<file path="src/rtl/vec_mul_pkg.sv">
// rtl/vec_mul_pkg.sv - shared types and constants for the vector multiply result path
package vec_mul_pkg;

  localparam int WORD_W = 32;

  typedef enum logic [2:0] {
    SEW8  = 3'b000,
    SEW16 = 3'b001,
    SEW32 = 3'b010
  } sew_e;

  typedef enum logic [1:0] {
    IDLE,
    COLLECT,
    OUTPUT
  } packer_state_e;

  function automatic logic sew_is_legal(input logic [2:0] sew);
    logic legal;
    case (sew)
      SEW8, SEW16, SEW32: legal = 1'b1;
      default:            legal = 1'b0;
    endcase
    return legal;
  endfunction

endpackage

</file>
<file path="src/rtl/mul_lane_select.sv">
// rtl/mul_lane_select.sv - picks the low or high SEW half of one lane-packed product beat
module mul_lane_select
  import vec_mul_pkg::*;
(
  input  logic              op_high,
  input  logic [WORD_W-1:0] product_lo,
  input  logic [WORD_W-1:0] product_hi,
  output logic [WORD_W-1:0] word
);

  assign word = op_high ? product_hi : product_lo;

endmodule

</file>
<file path="src/rtl/mul_result_packer.sv">
// rtl/mul_result_packer.sv - packs multiplier beats into one VLEN destination image for writeback
module mul_result_packer
  import vec_mul_pkg::*;
#(
  parameter int VLEN = 512
)
(
  input  logic                                 clk,
  input  logic                                 reset,
  input  logic                                 start,
  input  logic [2:0]                           sew,
  input  logic                                 op_high,
  input  logic [$clog2(VLEN/WORD_W):0]         vl_beats,
  input  logic                                 mul_done,
  input  logic [WORD_W-1:0]                    mul_product_lo,
  input  logic [WORD_W-1:0]                    mul_product_hi,
  output logic                                 mul_ready,
  output logic                                 busy,
  output logic                                 wb_valid,
  input  logic                                 wb_ready,
  output logic [VLEN-1:0]                      wb_data,
  output logic [VLEN/8-1:0]                    wb_mask,
  output logic                                 err_overrun
);

  localparam int MAX_BEATS = VLEN / WORD_W;
  localparam int CNT_W     = $clog2(MAX_BEATS) + 1;

  packer_state_e      state_q, state_d;
  logic [CNT_W-1:0]   cnt_q, cnt_d;
  logic [CNT_W-1:0]   beats_q, beats_d;
  logic               op_high_q, op_high_d;
  logic [VLEN-1:0]    data_q, data_d;
  logic [VLEN/8-1:0]  mask_q, mask_d;
  logic               err_q, err_d;

  logic [WORD_W-1:0]  beat_word;
  logic [CNT_W-1:0]   beats_clamped;
  logic               capture;

  mul_lane_select u_lane_select (
    .op_high    (op_high_q),
    .product_lo (mul_product_lo),
    .product_hi (mul_product_hi),
    .word       (beat_word)
  );

  assign beats_clamped = (vl_beats > CNT_W'(MAX_BEATS)) ? CNT_W'(MAX_BEATS) : vl_beats;
  // The count guard keeps the counter from ever walking past the latched length.
  assign capture = (state_q == COLLECT) && mul_done && (cnt_q < beats_q);

  always_comb begin
    state_d   = state_q;
    cnt_d     = cnt_q;
    beats_d   = beats_q;
    op_high_d = op_high_q;
    data_d    = data_q;
    mask_d    = mask_q;
    err_d     = err_q | (mul_done && (state_q != COLLECT));

    case (state_q)
      IDLE: begin
        if (start && sew_is_legal(sew)) begin
          op_high_d = op_high;
          beats_d   = beats_clamped;
          cnt_d     = '0;
          data_d    = '0;
          mask_d    = '0;
          state_d   = (beats_clamped == '0) ? OUTPUT : COLLECT;
        end
      end
      COLLECT: begin
        if (capture) begin
          for (int b = 0; b < MAX_BEATS; b++) begin
            if (cnt_q == CNT_W'(b)) begin
              data_d[b*WORD_W +: WORD_W] = beat_word;
              mask_d[b*4 +: 4]           = 4'hF;
            end
          end
          cnt_d = cnt_q + CNT_W'(1);
          if (cnt_q + CNT_W'(1) == beats_q) begin
            state_d = OUTPUT;
          end
        end
      end
      OUTPUT: begin
        if (wb_ready) begin
          state_d = IDLE;
        end
      end
      default: state_d = IDLE;
    endcase
  end

  always_ff @(posedge clk) begin
    if (reset) begin
      state_q   <= IDLE;
      cnt_q     <= '0;
      beats_q   <= '0;
      op_high_q <= 1'b0;
      data_q    <= '0;
      mask_q    <= '0;
      err_q     <= 1'b0;
    end else begin
      state_q   <= state_d;
      cnt_q     <= cnt_d;
      beats_q   <= beats_d;
      op_high_q <= op_high_d;
      data_q    <= data_d;
      mask_q    <= mask_d;
      err_q     <= err_d;
    end
  end

  assign mul_ready   = (state_q == COLLECT);
  assign busy        = (state_q != IDLE);
  assign wb_valid    = (state_q == OUTPUT);
  assign wb_data     = data_q;
  assign wb_mask     = mask_q;
  assign err_overrun = err_q;

endmodule
</file>
<file path="config.mk">
export PLATFORM = sky130hd
export DESIGN_NAME = mul_result_packer
export DESIGN_NICKNAME = d
export VERILOG_FILES = /design/src/rtl/vec_mul_pkg.sv /design/src/rtl/mul_lane_select.sv /design/src/rtl/mul_result_packer.sv
export SDC_FILE = /design/constraint.sdc
export NUM_CORES = 1
export LEC_CHECK = 0
export CAP_MARGIN = 30
export CORE_AREA = 2 2 258 260
export DETAILED_ROUTE_END_ITERATION = 12
export DIE_AREA = 0 0 260 262
export GPL_ROUTABILITY_DRIVEN = 0
export PLACE_DENSITY_LB_ADDON = 0.25
export SYNTH_ARGS = -nofsm -noshare
export SYNTH_HDL_FRONTEND = slang
export SYNTH_SLANG_ARGS = --single-unit
</file>
<file path="constraint.sdc">
create_clock -name clk -period 2.05 [get_ports clk]
set_input_delay 0.5125 -clock clk [delete_from_list [all_inputs] [get_ports clk]]
set_output_delay 0.5125 -clock clk [all_outputs]
set_load 0.005 [all_outputs]
</file>
### Word-level counts from Yosys, hierarchy flattened

Index checks and enable logic that the tools add are counted.

* multiplexer cells: 51
* bitwise gates (word level): 1
* add/subtract/negate cells: 1
* equality and inequality tests: 41
* magnitude comparators: 2
* reductions and logical operators: 30

Operator list (number)
* $mux 512: 2
* $pmux 512 s2: 1
* $mux 32: 17
* $mux 64: 2
* $pmux 64 s2: 1
* $reduce_and 4->1: 17
* $mux 4: 16
* $eq 5x4->1 const B: 8
* $ne 2x1->1 const B: 20
* $eq 5x3->1 const B: 4
* $mux 5: 3
* $eq 5x2->1 const B: 2
* $logic_not 5->1: 2
* $mux 2: 5
* $pmux 5 s2: 1
* $pmux 2 s3: 1
* $add 5x1->5 const B: 1
* $eq 5x1->1 const B: 1
* $eq 5x5->1: 1
* $gt 5x5->1 const B: 1
* $lt 5x5->1: 1
* $logic_and 1x1->1: 4
* $reduce_bool 2->1: 2
* $eq 3x1->1 const B: 1
* 11 further kinds: 12

* output and inout port bits: 580
* input bits: 78
* register bits: 590

### Depth between registers and ports, before layout

* depth after elaboration: 7
* gate-level depth with buffers: 10
* depth with buffers taken out: 8

### Modules after synthesis

A second synthesis with hierarchy kept.

* cells, all modules: 2569
* area, all modules: 22237.6 sq um

By module, submodules not included
* mul_result_packer: area an instance 21693.3 sq um, cells an instance 2533, instances 1
* mul_lane_select: area an instance 544.3 sq um, cells an instance 36, instances 1

### Worst setup path after synthesis

OpenSTA, ideal clock, no wires.

* path kind: register to register
* start point: register cnt_q[0]
* end point: register data_q[101] (netlist: wb_data[101])
* setup time: 0.072 ns
* slack: -0.073 ns
* arrival time: 2.051 ns
* clock period less this slack: 2.123 ns
* data required time: 1.978 ns
* cell stages (with the launch flop): 11
* cells stage by stage: dfxtp_1 > inv_1 > ha_1 > nand2b_1 > a21oi_1 > o31a_1 > buf_6 > a21o_1 > buf_2 > buf_4 > mux2i_1

* cells in the longest elaborated chain, start to end: 4

Ends and longest elaborated chain
* from (decl): line mul_result_packer.sv:30 `logic [CNT_W-1:0] cnt_q, cnt_d;`
* from (signal assigned): line mul_result_packer.sv:106 `cnt_q <= cnt_d;`
* $lt 5x5->1: line mul_result_packer.sv:50 `assign capture = (state_q == COLLECT) && mul_done && (cnt_q < beats_q);`
* $logic_and 1x1->1: line mul_result_packer.sv:50
* $ne 2x1->1 (no line)
* $reduce_and 4->1 (no line) (*)
* to (signal assigned): line mul_result_packer.sv:109 `data_q <= data_d;`
* to (decl): line mul_result_packer.sv:33 `logic [VLEN-1:0] data_q, data_d;`

Mark *: on every way between the ends. The rest lies on a longest branch, timed or not.
A chain may end at the register's enable or synchronous reset.

### Worst setup path after layout

* start point: register beats_q[2]
* end point: register data_q[381] (netlist: wb_data[381])

* cells in the longest elaborated chain, start to end: 4

Ends and longest elaborated chain
* from (decl): line mul_result_packer.sv:31 `logic [CNT_W-1:0] beats_q, beats_d;`
* from (signal assigned): line mul_result_packer.sv:107 `beats_q <= beats_d;`
* $lt 5x5->1: line mul_result_packer.sv:50
* $logic_and 1x1->1: line mul_result_packer.sv:50
* $ne 2x1->1 (no line)
* $reduce_and 4->1 (no line)

No other way between the ends.

==> impl_metrics.yaml <==
status:
  status: "complete, but fails checks"
  failed_checks: "negative setup slack"
worst_setup_path:
  start_kind: "flip-flop"
  worstPathRequired_ns: 2.54
  critPathKind: "flip-flop to flip-flop"
  crit_fanout: 16
  critical_path.slowest_cell: "or2_4"
  worst_setup_path_end_kind: "flip-flop"
  cp.arrival_ns: 2.56
  slowest_delay_ns: 0.34
  crit_chain: "inv_2 -> ha_4 -> o211ai_1 -> a21oi_2 -> o31a_1 -> buf_12 -> or2_4 -> clkbuf_16 -> mux2i_1"
  r2r_cells: 9
worst_hold_path:
  min_path_cells: 2
  hp-class: "primary input to flip-flop"
final_layout:
  final_area_sq_um: 32700
  area_delta_synth_final_pct: 49.5
  layout.cells.non_filler: 3553
  antenna_cells: 0
  drive_gt1_share_pct: 13.3
  fillers: 5836
  final_nets: 2726
sta:
  setup_ws_ns: -0.0213
  fin_skew_ns: 0.0147
  period_share_pct: 101
  clock.fmax_mhz: 483
  grt_setup_unrepaired: "yes"
  min_period_ns: 2.07
  slew_headroom_pct: 22.1
  hold_viol_final: 0
  drv_slew: 0
  setup_viol: 13
  tightest_slew_ns: 1.17
synthesis:
  ys_warn_count: 0
  yosysUniqueCellTypes: 40
  syn_nets: 2095
  netlist_instances: 2007
  synth.ff_latch_count: 542
  yosysTopAreaCell: "dfxtp_1"
  ys_seq_area_share_pct: 49.5
  avgSynthCellArea_sq_um: 10.9
  synth_area_sq_um: 21900
  synth_top_area_share_pct: 49.5
  synth_area_leaders: "dfxtp_1 50%, mux2i_1 24%, nand2b_1 15%, buf_4 2.3%, clkbuf_1 1.8%"
clock_network:
  cts_buffers: 59
  cts.path.max_buffers: 3
  cts-root-buf: "clkbuf_16"
  htree_num_levels: 2
  clk-insertion-delay-late_ns: 0.61
  cts.sinks: 542
  cts-hold-fix-buffers: 0
  cts_tree: "built"
  clk_pin_slew_ns: 0.06
die:
  fp.dieH_um: 262
  core_area_sq_um: 65300
  initial_utilization_pct: 33.6
  fp-row-count: 94
  die-area_sq_um: 68100
  io_pins: 658
  die_w_um: 260
global_route:
  grt_pass1_vias: 16800
  antenna_found_initial: 1
  grt_use_total_pct: 22.6
  grt_pass1_wl_um: 114000
  grt_max_degree: 248
  grt_overflow: 0
  met3_usage_pct: 5.11
  use_met1_pct: 25.8
  use_met2_pct: 41.5
  grt.busiest_layer: "met2"
route:
  drcViolationCount: 0
  wire_per_inst_um: 23.6
  wirelength_um: 83700
  via_per_inst: 4.69
  drtPass1Iterations: 5
  vias: 16700
  drt_iter0_drc: 876
  drtAntennaViolNets: 0
power:
  power_density_nw_per_um2: 807
  ir_drop_mv: 0.636
  p_leak_nw: 15.9
  total_power_mw: 26.4
place:
  dp.cells: 3413
  dp_hpwl_um: 55300
  dpl_cell_area_sq_um: 29800
  portBuffers: 657
  pre_cts_ws_ns: -0.438
flow_run:
  cap_violations: 0
report_power, final:
group          internal, mW  leakage (nW)  switching [mW]  total, mW
logic                  2.07          10.4            1.91       3.98
clock network          6.86          1.04            4.54       11.4
registers              10.8          4.40           0.188       11.0
total                  19.8          15.9            6.64       26.4
routing by layer:
| metal | vias up | part of all wire [%] |
|---|---|---|
| li1 | 7827 | - |
| met1 | 8210 | 41 |
| met2 | 513 | 51 |
| met3 | 126 | 5.7 |
| met4 | 0 | 3.2 |
| met5 | - | 0 |
placed cells by master (no fill, tap or decap), types with 3 or more instances in the layout:
cell type / count
a21boi_1: 5
a21boi_2: 9
a21o_2: 4
a21oi_1: 18
buf_12: 58
buf_16: 8
buf_4: 41
buf_6: 7
buf_8: 3
bufinv_16: 8
clkbuf_1: 9
clkbuf_16: 74
clkbuf_8: 13
clkdlybuf4s50_1: 470
clkinv_2: 13
clkinvlp_4: 3
dfxtp_1: 496
dfxtp_2: 38
dfxtp_4: 8
dlygate4sd2_1: 147
dlymetal6s2s_1: 39
ha_1: 6
ha_4: 3
inv_1: 24
inv_6: 4
mux2_2: 33
mux2i_1: 511
mux2i_2: 4
nand2_1: 44
nand2b_1: 513
nor2_1: 15
nor3b_1: 5
o21ai_0: 3
or2_4: 10
xnor2_1: 4
state kept, by name, summed over array words and instances (netlist names):
register,cells
wb_data,512
wb_mask,16
beats_q,5
cnt_q,5
state_q,2
err_overrun,1
op_high_q,1
layout make-up:
type | instances | area, sq um | area share (%)
clock buffer | 82 | 1710 | 5.24
clock inverter | 30 | 388 | 1.18
inverter | 26 | 97.6 | 0.298
multi-input combinational | 1222 | 9890 | 30.2
sequential | 542 | 10900 | 33.4
tap | 864 | 1080 | 3.30
timing repair buffer | 787 | 8640 | 26.4
Yosys cell counts (all sizes together):
cell type / instances
o31ai: 1
nor2b: 2
nand2b: 514
inv: 26
a31oi: 1
o21ai: 3
nor3b: 6
nand3b: 2
o2111ai: 1
clkbuf: 104
or4: 2
xor2: 2
and3: 2
or3: 1
dfxtp: 542
and4b: 1
mux2i: 515
buf: 113
o22ai: 1
a21boi: 16
o31a: 1
or2: 10
a21oi: 19
a41oi: 1
a21o: 5
nand3: 2
ha: 10
nor2: 17
mux2: 33
nand4b: 1
nor3: 4
xnor2: 4
nand2: 44
o211ai: 1
path summary, 6_finish.rpt:
| path | start | endpoint | slack (ns) |
|---|---|---|---|
| min reg2reg | wb_data[396] | wb_data[396] | 0.47 |
| max reg2reg | beats_q[2] | wb_data[381] | -0.02 |
| min | reset | err_overrun | 0.18 |
| max | beats_q[2] | wb_data[381] | -0.02 |
worst max-delay path: cells and delay by family, from the launching register on:
family / cells / cell delay [ns]
AO/OA/AOI/OAI: 3 / 0.53
adder cells (fa/ha/maj): 1 / 0.20
buffers and inverters: 3 / 0.41
flip-flops: 1 / 0.33
multiplexers: 1 / 0.12
AND/OR/NAND/NOR: 1 / 0.34
metrics by stage:
stage / utilization, % / hold WS, ns / TNS (ns)
after floorplan: - / 0.460 / -0.515
after global placement: 45.7 / 0.460 / -189.63
after detailed placement: 45.7 / 0.464 / -186.75
after CTS: 49.3 / 0.144 / 0
after global routing: 50.2 / 0.147 / -7.72
final: 50.2 / 0.177 / -0.123
kinds of logic (layout without fill, tap and decap cells):
kind of cell               after synthesis  count (layout)  synth area share, %
adders and majority gates               10              10                0.571
AOI/OAI and AO/OA                       50              50                 1.50
muxes                                  548             548                 25.2
and+or+nand+nor                        608             608                 16.8
buffers and inverters                  243             925                 6.15
DFF                                    542             542                 49.5
xor gates and xnor gates                 6               6                0.240
what timing repair did:
item | 4_1_cts | 5_1_grt
cloned | 8 | 16
endpoints found under the setup margin | 595 | 416
buffers inserted | 3 | 1
resized for setup | 217 | 84
endpoints found under the hold margin | 0 | 0
pin swaps | 4 | 5
No activity file was read; power rests on OpenSTA's default activity.
